==> src/rtl/bus_arb_pkg.sv <==
// Shared constants and FSM encoding for the four-master bus arbiter.
package bus_arb_pkg;
    localparam int N_MASTERS = 4;
    localparam int N_SLAVES  = 4;
    localparam int ADDR_W    = 8;
    localparam int DATA_W    = 8;
    localparam int DEC_HI    = 7;
    localparam int DEC_LO    = 6;

    typedef enum logic {
        IDLE  = 1'b0,
        OWNED = 1'b1
    } arb_state_e;
endpackage

==> src/rtl/bus_arbiter4_rr_pick.sv <==
// Combinational round-robin picker: first requester after i_last, wrapping
// back to i_last itself, skipping any master flagged in i_excl.
module rr_pick
    import bus_arb_pkg::*;
(
    input  logic [N_MASTERS-1:0] i_req,
    input  logic [1:0]           i_last,
    input  logic [N_MASTERS-1:0] i_excl,
    output logic                 o_valid,
    output logic [1:0]           o_idx
);
    logic [N_MASTERS-1:0] w_cand;
    logic [1:0]           w_i;

    assign w_cand = i_req & ~i_excl;

    always_comb begin
        o_valid = 1'b0;
        o_idx   = '0;
        w_i     = '0;
        // scan farthest-first so the nearest candidate overwrites last
        for (int k = N_MASTERS; k >= 1; k--) begin
            w_i = i_last + 2'(k);
            if (w_cand[w_i]) begin
                o_valid = 1'b1;
                o_idx   = w_i;
            end
        end
    end
endmodule

==> src/rtl/bus_arbiter4.sv <==
// Four-master / four-slave shared bus: registered round-robin grant with a
// hold limit, address decode to one-hot slave selects, registered read return.
module bus_arbiter4
    import bus_arb_pkg::*;
#(
    parameter int unsigned MAX_HOLD = 16
)(
    input  logic                          clk,
    input  logic                          reset,
    input  logic [N_MASTERS-1:0]          M_req,
    input  logic [N_MASTERS-1:0]          M_wr,
    input  logic [N_MASTERS*ADDR_W-1:0]   M_address,
    input  logic [N_MASTERS*DATA_W-1:0]   M_dout,
    output logic [N_MASTERS-1:0]          M_grant,
    output logic [DATA_W-1:0]             M_din,
    output logic [N_SLAVES-1:0]           S_sel,
    output logic [ADDR_W-1:0]             S_address,
    output logic                          S_wr,
    output logic [DATA_W-1:0]             S_din,
    input  logic [N_SLAVES*DATA_W-1:0]    S_dout,
    output logic [1:0]                    owner,
    output logic                          busy
);
    arb_state_e           r_state;
    logic [N_MASTERS-1:0] r_grant;
    logic [1:0]           r_owner;
    logic [1:0]           r_last;
    logic [7:0]           r_hold_cnt;
    logic [N_SLAVES-1:0]  r_sel_q;

    logic                 w_pick_vld;
    logic [1:0]           w_pick_idx;
    logic [N_MASTERS-1:0] w_excl;
    logic                 w_hold_end;
    logic                 w_own_req;

    // While owned, the current holder is never a hand-over candidate.
    assign w_excl     = (r_state == OWNED) ? r_grant : '0;
    assign w_hold_end = (r_hold_cnt == 8'(MAX_HOLD - 1));
    assign w_own_req  = M_req[r_owner];

    rr_pick u_pick (
        .i_req   (M_req),
        .i_last  (r_last),
        .i_excl  (w_excl),
        .o_valid (w_pick_vld),
        .o_idx   (w_pick_idx)
    );

    always_ff @(posedge clk) begin
        if (reset) begin
            r_state    <= IDLE;
            r_grant    <= '0;
            r_owner    <= 2'd0;
            r_last     <= 2'd3;
            r_hold_cnt <= '0;
            r_sel_q    <= '0;
        end else begin
            r_sel_q <= S_sel;
            case (r_state)
                IDLE: begin
                    if (w_pick_vld) begin
                        r_state    <= OWNED;
                        r_grant    <= 4'b0001 << w_pick_idx;
                        r_owner    <= w_pick_idx;
                        r_last     <= w_pick_idx;
                        r_hold_cnt <= '0;
                    end
                end
                OWNED: begin
                    if (!w_own_req || w_hold_end) begin
                        r_hold_cnt <= '0;
                        if (w_pick_vld) begin
                            r_grant <= 4'b0001 << w_pick_idx;
                            r_owner <= w_pick_idx;
                            r_last  <= w_pick_idx;
                        end else if (!w_own_req) begin
                            r_state <= IDLE;
                            r_grant <= '0;
                        end
                    end else begin
                        r_hold_cnt <= r_hold_cnt + 8'd1;
                    end
                end
                default: begin
                    r_state <= IDLE;
                    r_grant <= '0;
                end
            endcase
        end
    end

    assign M_grant = r_grant;
    assign owner   = r_owner;
    assign busy    = |r_grant;

    always_comb begin
        S_sel     = '0;
        S_address = '0;
        S_wr      = 1'b0;
        S_din     = '0;
        if (busy) begin
            S_address = M_address[r_owner*ADDR_W +: ADDR_W];
            S_wr      = M_wr[r_owner];
            S_din     = M_dout[r_owner*DATA_W +: DATA_W];
            S_sel     = 4'b0001 << S_address[DEC_HI:DEC_LO];
        end
    end

    // Slaves register read data, so return the lane selected last cycle.
    always_comb begin
        M_din = '0;
        for (int j = 0; j < N_SLAVES; j++) begin
            if (r_sel_q[j]) M_din = S_dout[j*DATA_W +: DATA_W];
        end
    end
endmodule

==> config.mk <==
export PLATFORM = sky130hd
export DESIGN_NAME = bus_arbiter4
export DESIGN_NICKNAME = d
export VERILOG_FILES = /design/src/rtl/bus_arb_pkg.sv /design/src/rtl/bus_arbiter4_rr_pick.sv /design/src/rtl/bus_arbiter4.sv
export SDC_FILE = /design/constraint.sdc
export NUM_CORES = 1
export LEC_CHECK = 0
export CAP_MARGIN = 5
export CORE_MARGIN = 2
export CORE_UTILIZATION = 30
export CTS_CLUSTER_DIAMETER = 100
export DETAILED_ROUTE_END_ITERATION = 8
export PLACE_DENSITY = 0.77
export SKIP_CTS_REPAIR_TIMING = 1
export SYNTH_ARGS = -nofsm -noshare
export SYNTH_HDL_FRONTEND = slang
export SYNTH_SLANG_ARGS = --single-unit
==> constraint.sdc <==
create_clock -name clk -period 1.58 [get_ports clk]
set_input_delay 0.158 -clock clk [delete_from_list [all_inputs] [get_ports clk]]
set_output_delay 0.158 -clock clk [all_outputs]
set_load 0.05 [all_outputs]
[Yosys cells after proc, flatten, opt, wreduce, memory -nomap -nowiden]
Cells that the tools add are included.
Cells by class
  add/sub/neg operators: 4
  $lt $le $gt $ge: 5
  equal/unequal tests: 4
  shifts and indexed selects: 4
  muxes and demuxes: 48
  bitwise logic cells: 3
  reduce and logical (&&, ||, !) cells: 4
Operators with widths (number)
  $mux 8: 8
  $shiftx 32x6->8: 2
  $mux 4: 6
  $mux 2: 8
  $pmux 8 s2: 1
  $lt 2x3->1 const B: 5
  $mux 1: 15
  $bmux 1 s2: 6
  $add 8x1->8 const B: 1
  $eq 8x4->1 const B: 1
  $pmux 2 s2: 2
  $pmux 4 s2: 1
  $shl 1x2->4 const A: 2
  $add 2x2->2 const B: 2
  $and 4x4->4: 1
  $ne 2x1->1 const B: 2
  $not 4->4: 1
  $reduce_or 4->1: 1
  $ne 3x2->1 const B: 1
  $reduce_and 3->1: 1
  $add 2x1->2 const B: 1
  $pmux 1 s2: 1
  $logic_not 1->1: 1
  $logic_or 1x1->1: 1
  $not 1->1: 1
Storage, ports and cells
  flip-flop bits (word level): 21
  bits of input ports: 106
  output and inout bits: 36
  word-level logic and storage cells: 78

[Depth between registers and ports, before layout]
Gate-level depths: netlist (run 1).
  depth after elaboration: 13
  depth in mapped cells: 7
  mapped depth without buffers: 6

[Modules after synthesis]
A second synthesis (run 1) with hierarchy kept.
Unflattened totals
  cells, all modules: 221
  area total of the unflattened synthesis: 1926.8 um^2
Modules (own cells, without submodules)
  bus_arbiter4: instances 1, cells each 203, area an instance 1803.0 um^2, sequential area each 420.4 um^2
  rr_pick: instances 1, cells each 18, area an instance 123.9 um^2, sequential area each 0.0 um^2

[Worst setup path before layout (run 1)]
OpenSTA, ideal clock, no wires.
  kind: flip-flop to output port
  from: reg r_owner[0] (netlist: owner[0])
  to: out S_sel[0]
  data arrival time: 2.470 ns
  required time: 1.422 ns
  slack: -1.048 ns
  stages on the path, launching flop included: 5
  buffers on the path: 1
  path through: dfxtp_1 buf_2 mux4_2 or2_2 nor2_1
Between the ends
  cells in the longest elaborated chain, start to end: 3
RTL lines
  from (decl): line bus_arbiter4.sv:26  | logic [1:0] r_owner;
  from (signal assigned): line bus_arbiter4.sv:65  | r_owner <= w_pick_idx;
  from (signal assigned): line bus_arbiter4.sv:75  | r_owner <= w_pick_idx;
  $shiftx 32x6->8: line bus_arbiter4.sv:103  | S_address = M_address[r_owner*ADDR_W +: ADDR_W];
  $shl 1x2->4: line bus_arbiter4.sv:106  | S_sel = 4'b0001 << S_address[DEC_HI:DEC_LO];
  $mux 4: line bus_arbiter4.sv:102  | if (busy) begin
  to (decl): line bus_arbiter4.sv:16  | output logic [N_SLAVES-1:0] S_sel,
No other way between the ends.

[Worst setup path in the final report (run 1)]
Ends and elaborated chain as after synthesis.

==> results of run 1 <==
power by group through the flow:
stage	clock (mW)	sequential, mW	combinational, mW
CTS	0.364	0.663	3.01
global placement	0	0.673	2.95
detailed placement	0	0.674	3.00
global route	0.386	0.683	3.55
floorplan	0	0.759	1.75
finish	0.358	0.673	3.39
critical path: stages (launching register included):
cell and delay [ps]:
dfxtp_4 410, mux4_2 540, or2_4 300, nor2_4 100, buf_12 140
metal layers:
metal / GRT usage [%] / vias up
met3: 4.945 / 10
li1: - / 1124
met4: 4.167 / 0
met2: 36.89 / 108
met5: 0 / -
met1: 20.68 / 1138
registers in the layout, indices dropped and copies added, names as in the netlist:
signal / count
M_grant: 4
r_last: 2
r_hold_cnt: 8
r_state: 1
r_sel_q: 4
owner: 2
layout make-up:
type	count	area (um2)
Inverter	7	28.78
Clock buffer	3	41.29
Tap cell	75	93.84
Multi-Input combinational cell	167	1622
Clock inverter	1	5.005
Fill cell	427	1782
Sequential cell	21	447.9
Timing Repair Buffer	178	1866
how the worst max path moves through the flow:
stage | endpoint | startpoint | slack, ps | depth (start not counted)
after floorplan | S_sel[0] | owner[0] | -250 | 4
after global placement | M_grant[1] | M_req[0] | -250 | 6
after detailed placement | r_hold_cnt[2] | M_req[2] | -310 | 6
after CTS | S_address[0] | owner[0] | -350 | 4
after global routing | S_sel[0] | owner[0] | -400 | 4
final | S_sel[0] | owner[0] | -340 | 4
logic make-up (layout without fill, tap and decap cells):
family | after synthesis | in the layout
muxes | 18 | 18
adders and majority gates | 1 | 1
AOI/OAI and AO/OA | 60 | 60
buffers and inverters | 22 | 189
DFF | 21 | 21
and+or+nand+nor | 88 | 88
through the flow:
step                std cells  setup TNS, ps  setup WS (ps)  hold slack [ps]
floorplan                 210          -4307         -248.7            452.9
global placement          440          -4316         -254.3            479.9
detailed placement        440          -5156         -311.3            519.3
CTS                       444          -8821         -345.2            531.1
global route              452          -9324         -404.5            543.7
finish                    452          -6305         -335.7            531.5
cell usage in the layout (no fill, tap or decap), types with 3 or more instances in the layout:
| master | netlist | routed |
|---|---|---|
| dfxtp_1 | 21 | 11 |
| o21ai_4 | 1 | 8 |
| a311oi_1 | 4 | 4 |
| clkbuf_8 | 0 | 3 |
| a22oi_2 | 0 | 6 |
| nor2_2 | 0 | 6 |
| a32o_1 | 4 | 4 |
| inv_1 | 7 | 5 |
| buf_6 | 0 | 15 |
| nor3_1 | 7 | 5 |
| dfxtp_2 | 0 | 4 |
| nor2_4 | 0 | 7 |
| mux4_2 | 18 | 18 |
| buf_8 | 0 | 3 |
| o21ai_2 | 0 | 3 |
| dfxtp_4 | 0 | 6 |
| nand2_1 | 20 | 19 |
| and2_4 | 0 | 12 |
| a21oi_1 | 15 | 5 |
| buf_4 | 1 | 40 |
| clkdlybuf4s50_1 | 0 | 105 |
| buf_12 | 0 | 15 |
| o221ai_1 | 3 | 3 |
| a21oi_2 | 1 | 11 |
| nor2_1 | 28 | 15 |
| and2_1 | 17 | 5 |
==> impl_metrics.yaml, run 1 <==
run_status:
  status: "finished with violations"
  violations: "negative setup slack"
route:
  wl_met1_mm: 2.593
  dr_wl_met2_mm: 4.250
  wl_met3_um: 581
  via_count: 2380
  wl_per_cell_um: 16.62
  viasPerCell: 5.265
  top_layer_used: "met4"
  remaining_drc_errors: 0
  postRouteAntennaNets: 0
  initialDrtViolationCount: 93
  drtPass1Iterations: 4
  wl_mm: 7.510
logic_synthesis:
  seq_area_frac_synth_pct: 23.22
  synth_top_area_cell: "dfxtp_1"
  yosys-top-cells-area: "dfxtp_1 (23%), mux4_2 (22%), and2_1 (5.9%)"
  synth_top_family_by_area: "compound AO/OA/AOI/OAI gates"
  synth_compound_gate_area_share_pct: 25.02
  yosys-top-cells-count: "nor2_1 (28), dfxtp_1 (21), nand2_1 (20)"
  synth-simple-area-share_pct: 23.64
  ys_ff_latch: 21
  ys_warn_count: 0
  synth-edff-count: 0
  synthMuxAreaShare_pct: 22.39
  synth.net_count: 317
  synthDistinctLibCells: 41
  synth_top_area_share_pct: 23.22
  synthXorXnorAreaFrac_pct: 0
  syn_area_per_cell_um2: 8.621
  netlist_area_um2: 1810
  syn_inst: 210
  yosysMostFrequentCell: "nor2_1"
  async_flop_share_pct: 0
  synth_adder_area_share_pct: 0.6911
  ys.flop_type: "dfxtp_1"
critical_path:
  critical_path_required_ps: 1420
  critPathMaxFanout: 5
  reg2reg_depth: 5
  reg2reg_to: "owner[1]"
  r2r_start: "r_hold_cnt[4]"
  start_kind: "flop"
  worstPathArrival_ps: 1760
  rrSetupSlack_ps: -100
  worstSetupEndpointType: "primary output"
  crit_type: "flop to primary output"
job:
  drv_cap: 0
global_route:
  grt-ovfl-total: 0
  grt_pass1_wl_mm: 10.07
  grt_max_degree: 17
  antenna_found_initial: 0
  first_global_vias: 2261
  grt_util_all_layers_pct: 19.08
hold_path:
  hp-class: "flop to flop"
  hold_start: "r_hold_cnt[7]"
  holdPathEnd: "r_hold_cnt[7]"
  min_delay_path_depth: 1
floorplan:
  initial_core_util_pct: 30.76
  die_w_um: 81.69
  die_area_um2: 6672
  core_um2: 5886
  io_pins: 142
  chipHeight_um: 81.69
  rows: 28
sta:
  setup_viol: 43
  finalCritPeriodShare_pct: 121.2
  slew_headroom_pct: 73.78
  fin_crit_ps: 1916
  max_freq_mhz: 522.0
  timing.final.ws_setup_ps: -335.7
  hold_violations: 0
  rsz0062_at_grt: "yes"
  slew_violations: 0
  tightest_slew_ps: 393.3
  final.setup_skew_ps: 7.354
clocking:
  numCtsBuffers: 3
  path_clk_slew_ps: 70
  cts_sinks: 21
  root_buffer: "clkbuf_8"
  clkLatencyLatePin_ps: 260
  clk_path_buf_depth: 2
  tritoncts: "done"
  htree_levels: 1
power:
  swShare_pct: 45.80
  p_total_mw: 4.416
  p_int_mw: 2.394
  powerDensity_nw_per_um2: 1076
  p_seq_share_pct: 15.2
  p_switching_mw: 2.023
  p_clk_share_pct: 8.1
  power_frac_comb_pct: 76.7
  p_leak_nw: 1.580
  ir_drop_mv: 0.8035
finish:
  final_util_pct: 69.73
  layout.nets: 485
  antenna_cells: 0
  area_delta_synth_final_pct: 126.7
  fin_area_um2: 4104
  drive_gt1_share_pct: 46.95
placed_design:
  place_congestion: 0.8277
  placed_area_um2: 3742
  portBuffers: 141
  dp_hpwl_mm: 5.873
Power figures use the tool's default switching activity.
==> run 2, diff against run 1 <==
==> constraint.sdc (replaced) <==
create_clock -name clk -period 1.7 [get_ports clk]
set_input_delay 0.17 -clock clk [delete_from_list [all_inputs] [get_ports clk]]
set_output_delay 0.17 -clock clk [all_outputs]
set_load 0.05 [all_outputs]
==> impl_metrics.yaml, run 2 (synthesis results as in run 1) <==
run_status:
  status: "finished with violations"
  violations: "negative setup slack"
floorplan:
  rows: 28
  io_pins: 142
  die_area_um2: 6672
  core_um2: 5886
  die_w_um: 81.69
  initial_core_util_pct: 30.76
  chipHeight_um: 81.69
power:
  p_seq_share_pct: 17.1
  p_leak_nw: 1.510
  p_int_mw: 1.980
  p_total_mw: 3.728
  p_clk_share_pct: 8.8
  swShare_pct: 46.89
  power_frac_comb_pct: 74.1
  p_switching_mw: 1.748
  ir_drop_mv: 0.6599
  powerDensity_nw_per_um2: 971.5
sta:
  max_freq_mhz: 535.6
  finalCritPeriodShare_pct: 109.8
  hold_violations: 0
  final.setup_skew_ps: 2.298
  fin_crit_ps: 1867
  rsz0062_at_grt: "yes"
  setup_viol: 21
  timing.final.ws_setup_ps: -167.1
  tightest_slew_ps: 385.2
  slew_violations: 0
  slew_headroom_pct: 74.32
critical_path:
  path_delay_family: "multiplexers"
  cp_slowest_cell: "mux4_2"
  path_cells: "mux4_2 -> or2_4 -> nor2_4 -> buf_12"
  cpPeakStageDelay_ps: 510
  start_kind: "flop"
  worstSetupEndpointType: "primary output"
  critPathMaxFanout: 6
  critical_path_required_ps: 1530
  worstPathArrival_ps: 1700
  worst-path-buf-inv: 1
  crit_type: "flop to primary output"
finish:
  fin_area_um2: 3837
  area_delta_synth_final_pct: 112.0
  top_register: "r_hold_cnt"
  stdcell_count: 443
  multi_input_area_um2: 1530
  antenna_cells: 0
  layout_commonest_cell: "clkdlybuf4s50_1"
  fillers: 465
  layout_common_cells: "clkdlybuf4s50_1 (105), buf_4 (47), nand2_1 (19), nor2_1 (19), mux4_2 (18)"
  layout.nets: 476
  regArea_um2: 437.9
  largest_reg_flops: 8
  drive_gt1_share_pct: 42.12
hold_path:
  hp-class: "flop to flop"
global_route:
  grt_max_degree: 17
  grt-ovfl-total: 0
  antenna_found_initial: 0
  first_global_vias: 2344
  grt_pass1_wl_mm: 10.86
  grt_util_all_layers_pct: 20.77
clocking:
  root_buffer: "clkbuf_8"
  htree_levels: 1
  path_clk_slew_ps: 80
  numCtsBuffers: 3
  clkLatencyLatePin_ps: 260
  clk_path_buf_depth: 2
  tritoncts: "done"
  cts_sinks: 21
placed_design:
  portBuffers: 141
  dp_hpwl_mm: 5.982
  placed_area_um2: 3622
  placed_cells: 434
  place_congestion: 0.8501
  place_ws_ps: -232.8
route:
  wl_mm: 7.338
  initialDrtViolationCount: 67
  wl_per_cell_um: 16.56
  via_count: 2295
  remaining_drc_errors: 0
  drtPass1Iterations: 4
  postRouteAntennaNets: 0
  viasPerCell: 5.181
job:
  drv_cap: 0
-- run 2: cell type report --
type | count | area share (%)
Clock buffer | 3 | 1.076
Tap cell | 75 | 2.445
Sequential cell | 21 | 11.41
Clock inverter | 1 | 0.1304
Timing Repair Buffer | 169 | 44.31
Inverter | 7 | 0.7499
Multi-Input combinational cell | 167 | 39.88
-- run 2: power by group through the flow --
stage                     sequential [mW]  combinational, mW  clock (mW)
after floorplan                     0.700               1.62           0
after global placement              0.641               2.64           0
after detailed placement            0.645               2.67           0
after CTS                           0.633               2.67       0.328
after global routing                0.651               2.89       0.348
final                               0.639               2.76       0.327
-- run 2: worst paths after layout --
kind                      start            end  slack (ps)  cells past startpoint
setup / recovery       owner[0]       S_sel[2]        -170                      4
hold / removal    r_hold_cnt[7]  r_hold_cnt[7]         520                      1
setup reg to reg  r_hold_cnt[4]     M_grant[1]         -10                      4
hold reg to reg   r_hold_cnt[7]  r_hold_cnt[7]         520                      1
-- run 2: routing by layer --
metal	global-route usage (%)	part of all wire, %
met5	0	0
met2	39.67	51
met1	22.95	38
met4	6.667	2.7
met3	3.956	7.4
-- run 2: per-stage QoR --
stage                     utilization [%]  TNS (ps)  hold slack [ps]
after CTS                           62.33     -3836            512.1
after global routing                65.20     -4082            542.2
final                               65.20     -2633            519.3
after global placement              61.54     -2060            479.5
after floorplan                         -    -963.6            456.0
after detailed placement            61.54     -2727            502.5
